==> config.mk <==
export PLATFORM = sky130hd
export DESIGN_NAME = instr_fetch32
export DESIGN_NICKNAME = d
export VERILOG_FILES = /design/src/rtl/instr_fetch32_pkg.sv /design/src/rtl/instr_fetch32_npc_select.sv /design/src/rtl/instr_fetch32.sv
export SDC_FILE = /design/constraint.sdc
export NUM_CORES = 1
export LEC_CHECK = 0
export BUFFER_PORTS_ARGS = -buffer_cell sky130_fd_sc_hd__buf_2
export CAP_MARGIN = 0
export CORE_ASPECT_RATIO = 0.8
export CORE_MARGIN = 4
export CORE_UTILIZATION = 41
export CTS_BUF_LIST = sky130_fd_sc_hd__clkbuf_8 sky130_fd_sc_hd__clkbuf_16
export CTS_CLUSTER_SIZE = 12
export DETAILED_ROUTE_END_ITERATION = 8
export GPL_ROUTABILITY_DRIVEN = 0
export PLACE_DENSITY = 0.8
export SYNTH_ARGS = -nofsm -noshare
export SYNTH_HDL_FRONTEND = slang
export SYNTH_HIERARCHICAL = 1
export SYNTH_SLANG_ARGS = --single-unit
export TNS_END_PERCENT = 5
==> constraint.sdc <==
create_clock -name clock -period 1.9 [get_ports clock]
set_input_delay 0.285 -clock clock [delete_from_list [all_inputs] [get_ports clock]]
set_output_delay 0.285 -clock clock [all_outputs]
set_load 0.005 [all_outputs]
==> src/rtl/instr_fetch32_pkg.sv <==
// Shared definitions for the MIPS32 instruction-fetch slice.
//   - fetch FSM state encoding (FETCH = 0, EXEC = 1)
//   - default reset PC
//   - instruction field bit ranges (opcode, funct, jump target)
//   - flow-control bundle coming from control32
//   - jump target helper
package instr_fetch32_pkg;

  typedef enum logic {
    FETCH = 1'b0,
    EXEC  = 1'b1
  } fetch_state_e;

  localparam logic [31:0] DEF_RESET_PC = 32'h0000_0000;

  // Instruction field ranges decoded downstream by control32.
  localparam int OPCODE_HI  = 31;
  localparam int OPCODE_LO  = 26;
  localparam int FUNCT_HI   = 5;
  localparam int FUNCT_LO   = 0;
  localparam int JTARGET_HI = 25;
  localparam int JTARGET_LO = 0;
  localparam int JTARGET_W  = JTARGET_HI - JTARGET_LO + 1;

  // Flow-control strobes from control32.
  typedef struct packed {
    logic jr;
    logic jmp;
    logic jal;
    logic branch;
    logic nbranch;
  } flow_ctrl_t;

  // j/jal target: the 256 MB region of the delay-slot PC plus the word index.
  function automatic logic [31:0] jump_target(input logic [31:0]          pc_plus4,
                                              input logic [JTARGET_W-1:0] jtarget);
    return {pc_plus4[31:28], jtarget, 2'b00};
  endfunction

endpackage

==> src/rtl/instr_fetch32_npc_select.sv <==
// npc_select: combinational next-PC priority mux.
//   ctrl        in  flow-control strobes from control32
//   zero        in  ALU rs == rt
//   pc_plus4    in  sequential next PC
//   jtarget     in  Instruction[25:0]
//   addr_result in  ALU branch target
//   rs_val      in  rs value for jr
//   npc         out selected next PC
// Priority: jr > j/jal > taken branch > pc + 4. Conflicting strobes are
// resolved by this order silently.
import instr_fetch32_pkg::*;

module npc_select (
  input  flow_ctrl_t            ctrl,
  input  logic                  zero,
  input  logic [31:0]           pc_plus4,
  input  logic [JTARGET_W-1:0]  jtarget,
  input  logic [31:0]           addr_result,
  input  logic [31:0]           rs_val,
  output logic [31:0]           npc
);

  logic br_taken;

  assign br_taken = (ctrl.branch & zero) | (ctrl.nbranch & ~zero);

  always_comb begin
    npc = pc_plus4;
    if (ctrl.jr)
      npc = rs_val & 32'hFFFF_FFFC;   // misaligned jr is forced onto a word boundary
    else if (ctrl.jmp | ctrl.jal)
      npc = jump_target(pc_plus4, jtarget);
    else if (br_taken)
      npc = addr_result;
  end

endmodule

==> src/rtl/instr_fetch32.sv <==
// instr_fetch32: MIPS32 instruction-fetch stage feeding control32.
//   clock, reset              core clock, synchronous active-high reset
//   stall                     hold the current instruction in EXEC
//   Jr/Jmp/Jal/Branch/nBranch flow control from control32
//   Zero, Addr_result         ALU compare result and branch target
//   Read_data_1               rs value for jr
//   imem_en/imem_addr         synchronous ROM read port (word address)
//   imem_rdata                ROM data, valid the cycle after an enabled read
//   Instruction, instr_valid  current instruction, valid in EXEC
//   pc, branch_base_addr      current PC and pc + 4
//   link_addr                 registered jal return address
// Every unstalled instruction takes two cycles: FETCH issues the ROM read,
// EXEC presents the word and commits the next PC.
import instr_fetch32_pkg::*;

module instr_fetch32 #(
  parameter logic [31:0] RESET_PC = DEF_RESET_PC,
  parameter int          IMEM_AW  = 14
) (
  input  logic               clock,
  input  logic               reset,
  input  logic               stall,
  input  logic               Jr,
  input  logic               Jmp,
  input  logic               Jal,
  input  logic               Branch,
  input  logic               nBranch,
  input  logic               Zero,
  input  logic [31:0]        Addr_result,
  input  logic [31:0]        Read_data_1,
  output logic               imem_en,
  output logic [IMEM_AW-1:0] imem_addr,
  input  logic [31:0]        imem_rdata,
  output logic [31:0]        Instruction,
  output logic               instr_valid,
  output logic [31:0]        pc,
  output logic [31:0]        branch_base_addr,
  output logic [31:0]        link_addr
);

  fetch_state_e state, state_nxt;
  logic [31:0]  pc_plus4;
  logic [31:0]  npc;
  logic         advance;
  flow_ctrl_t   ctrl;

  assign pc_plus4         = pc + 32'd4;   // wraps mod 2^32
  assign branch_base_addr = pc_plus4;
  assign Instruction      = imem_rdata;   // ROM holds its output while imem_en = 0
  assign imem_addr        = pc[IMEM_AW+1:2];
  assign advance          = (state == EXEC) && !stall;

  assign ctrl = '{jr: Jr, jmp: Jmp, jal: Jal, branch: Branch, nbranch: nBranch};

  npc_select u_npc (
    .ctrl        (ctrl),
    .zero        (Zero),
    .pc_plus4    (pc_plus4),
    .jtarget     (imem_rdata[JTARGET_HI:JTARGET_LO]),
    .addr_result (Addr_result),
    .rs_val      (Read_data_1),
    .npc         (npc)
  );

  // State register.
  always_ff @(posedge clock) begin
    if (reset) state <= FETCH;
    else       state <= state_nxt;
  end

  // Next-state logic; stall only matters in EXEC.
  always_comb begin
    state_nxt = state;
    case (state)
      FETCH:   state_nxt = EXEC;
      EXEC:    state_nxt = stall ? EXEC : FETCH;
      default: state_nxt = FETCH;
    endcase
  end

  // Outputs; reset masks the read strobe and valid in the reset cycle itself.
  always_comb begin
    imem_en     = 1'b0;
    instr_valid = 1'b0;
    if (!reset) begin
      imem_en     = (state == FETCH);
      instr_valid = (state == EXEC);
    end
  end

  // PC and link registers: control inputs only take effect on the EXEC exit edge.
  always_ff @(posedge clock) begin
    if (reset) begin
      pc        <= RESET_PC;
      link_addr <= 32'h0;
    end else if (advance) begin
      pc <= npc;
      if (Jal) link_addr <= pc_plus4;
    end
  end

endmodule
==> metrics.md <==
| Metric | Value |
|---|---|
| Outcome | finished with violations |
| Failing checks | setup timing |
| Wirelength per Cell | 16.9 um |
| Unrepaired setup endpoints after global routing | yes |
| Yosys cell types | 50 |
| Cell count after placement | 943 |
| Clock Path Buffers | 2 |
| Pwr Density | 597 mW/mm^2 |
| Most frequent cells in the layout | buf_2 (231), nand2_1 (143), buf_4 (78) |
| Num ports | 249 |
| Commonest non-fill, non-tap cell in the layout | buf_2 |
| Starting DRC count in detailed routing | 272 |
| Critical path type | register to output port |
| Die X-Extent | 126 um |
| Initial Util | 0.418 |
| Std-Cell Rows | 34 |
| DP Area | 0.00587 sq mm |
| Die area | 0.0128 sq mm |
| Worst EP arrival | 2.03 ns |
| # clock sinks | 65 |
| Area Overhead vs Synth | 44.8% |
| Vias in the first global route | 4,940 |
| Number of buffers created by CTS | 9 |
| Root buf cell | clkbuf_16 |
| Synth warn | 6 |
| Final Max Slew Viols | 0 |
| DRC violations left | 0 |
| CTS clock-pin slew for the worst setup and hold paths | 0.05 ns |
| Sequential area share after synthesis | 0.287 |
| CP max-delay cell | o41ai_1 |
| Share of cells above drive strength 1 | 0.532 |
| Asr flop ratio synth | 0 |
| Buffers and inverters on the worst path | 2 |
| PnR worst setup slack | -0.416 ns |
| Post-Route Utilization | 0.605 |
| First-pass GRT wire length | 24,800 um |
| CP Launch Type | register |
| Crit. End Element | output port |
| Fin crit period | 2.32 ns |
| CTS tree | done |
| Vias per Instance | 5.32 |
| Routed Antenna Nets | 0 |
| Synth Flop Type | dfxtp_1 |
| Via Count | 5,158 |
| Worst relative slew slack | 0.516 |
| Post-Synthesis Cell Area | 0.00453 sq mm |
| Clk_lat worst skew | 0.33 ns |
| All-Layer GR Usage | 0.240 |
| Req. time, crit path | 1.62 ns |
| Grt total ovfl | 0 |
| Slew @ Worst Pin | 0.725 ns |
| Input/output buffers | 234 |
| CTS Hold Buffers Added | 0 |
| Net Count, Synth | 686 |
| Leak pwr | 3.23 nW |
| Cell area after layout | 0.00657 sq mm |
| DRT Pass-1 Iters | 5 |
| Setup TNS | -8.61 ns |
| Hold Vio Cnt, Final | 0 |
| Largest net degree at the start of global routing | 61 |
| Core Area | 0.0108 sq mm |
| F_max | 432 MHz |
| Crit path cell chain | buf_6 > and3_4 > nand2_8 > o41ai_1 > nand2_1 > buf_2 |
| Max-cap violation count | 0 |
| Diodes inserted | 0 |
| Post-route insts no fill | 969 |
| Synth Area per Inst | 7.82 sq um |
| Crit share post-route | 1.22 |
| Clk_skew | 0.00566 ns |
| Final setup violating endpoints | 37 |
| Fillcell total | 980 |
| Worst-path maximum fanout | 10 |
| Slowest cell delay on critical path | 0.55 ns |
| Number of synthesized flops with an enable pin | 0 |
| H-tree depth | 3 |
| VDD IR max | 0.430 mV |
| Yosys reg bits | 65 |
| Wirelength, routed | 16,400 um |
| Initial antenna violation count | 2 |
| Dpl hpwl | 11,800 um |
| NumNets Final | 926 |
| Die Y | 102 um |
| Mapped Cells | 580 |
| Largest delay share family, worst path | compound AO/OA/AOI/OAI gates |
| Hold crit path type | primary input to register |
worst reg2reg max path, cell delays in order, from the launching register on:
cell and delay [ns]:
dfxtp_4 0.36, ha_4 0.14, and3_4 0.18, nand4_1 0.12
buf_6 0.18, or4_4 0.53, nand2_4 0.08, buf_4 0.10
mux2i_1 0.07, o221ai_2 0.17, nand2_1 0.09, a21oi_1 0.16
worst paths after layout:
kind                       start                   end  slack [ns]  cells after the start
hold / removal    Addr_result[0]                 pc[0]        0.31                      5
setup reg to reg           pc[3]                pc[22]       -0.37                     11
setup / recovery           pc[3]  branch_base_addr[25]       -0.42                      6
hold reg to reg     link_addr[0]          link_addr[0]        0.46                      2
stage by stage:
| step | setup WS [ns] | hold WS (ns) | total power, W |
|---|---|---|---|
| 4_1_cts | -0.410 | 0.294 | 0.00393 |
| 3_3_place_gp | -0.199 | 0.439 | 0.00228 |
| 3_5_place_dp | -0.261 | 0.446 | 0.00230 |
| 2_1_floorplan | -0.0425 | 0.453 | 0.00198 |
| 5_1_grt | -0.478 | 0.311 | 0.00409 |
| 6_report | -0.416 | 0.311 | 0.00392 |
report_power, final:
group	internal [W]	leakage (nW)	switching, W
combinational	0.000397	2.54	0.000439
clock	0.00102	0.153	0.000593
sequential	0.00142	0.538	0.0000463
total	0.00284	3.23	0.00108
logic make-up (layout without fill, tap and decap cells):
logic type / count (synthesis) / count (layout) / synth area share
adder cells (fa/ha/maj): 1 / 1 / 0.00276
flip-flops: 65 / 65 / 0.287
multiplexers: 28 / 28 / 0.0629
XOR/XNOR: 11 / 11 / 0.0213
AND/OR/NAND/NOR: 255 / 255 / 0.260
buffers and inverters: 96 / 341 / 0.151
AO/OA/AOI/OAI: 124 / 124 / 0.215
cells in the mapped netlist (all sizes together), types with 7 or more instances:
master	n	share of area
nand2	156	0.13
buf	69	0.12
dfxtp	65	0.29
a21oi	42	0.046
nor2	29	0.024
mux2i	27	0.060
o221ai	26	0.075
clkbuf	21	0.024
a311oi	17	0.033
nand3	14	0.015
o21ai	11	0.012
and3	9	0.014
nand4	9	0.015
or4	9	0.016
o31ai	8	0.013
or3	8	0.011
xnor2	7	0.014
registers in the layout, summed over array words and instances, names as in the netlist:
register	count
link_addr	32
state	1
pc	32
metal layers:
metal	track usage	up-vias	part of all wire
met4	0.0708	4	0.017
li1	-	2486	-
met2	0.433	222	0.50
met1	0.286	2415	0.41
met5	0	-	0.00091
met3	0.0601	31	0.076
what timing repair did:
item | 4_1_cts | 5_1_grt
gates resized for setup | 39 | 34
setup buffers | 7 | 3
setup endpoints to repair | 46 | 48
pin swaps | 11 | 13
layout make-up:
class | count | area [sq um] | area share
multi-input cells | 419 | 2850 | 0.434
repair buffers | 320 | 1890 | 0.288
flip-flops and latches | 65 | 1330 | 0.203
clock buffers | 13 | 280 | 0.0427
well taps | 144 | 180 | 0.0274
inverters | 5 | 18.8 | 0.00286
clock inverters | 3 | 13.8 | 0.00210
Note: power is estimated with default switching activity, not from simulation.
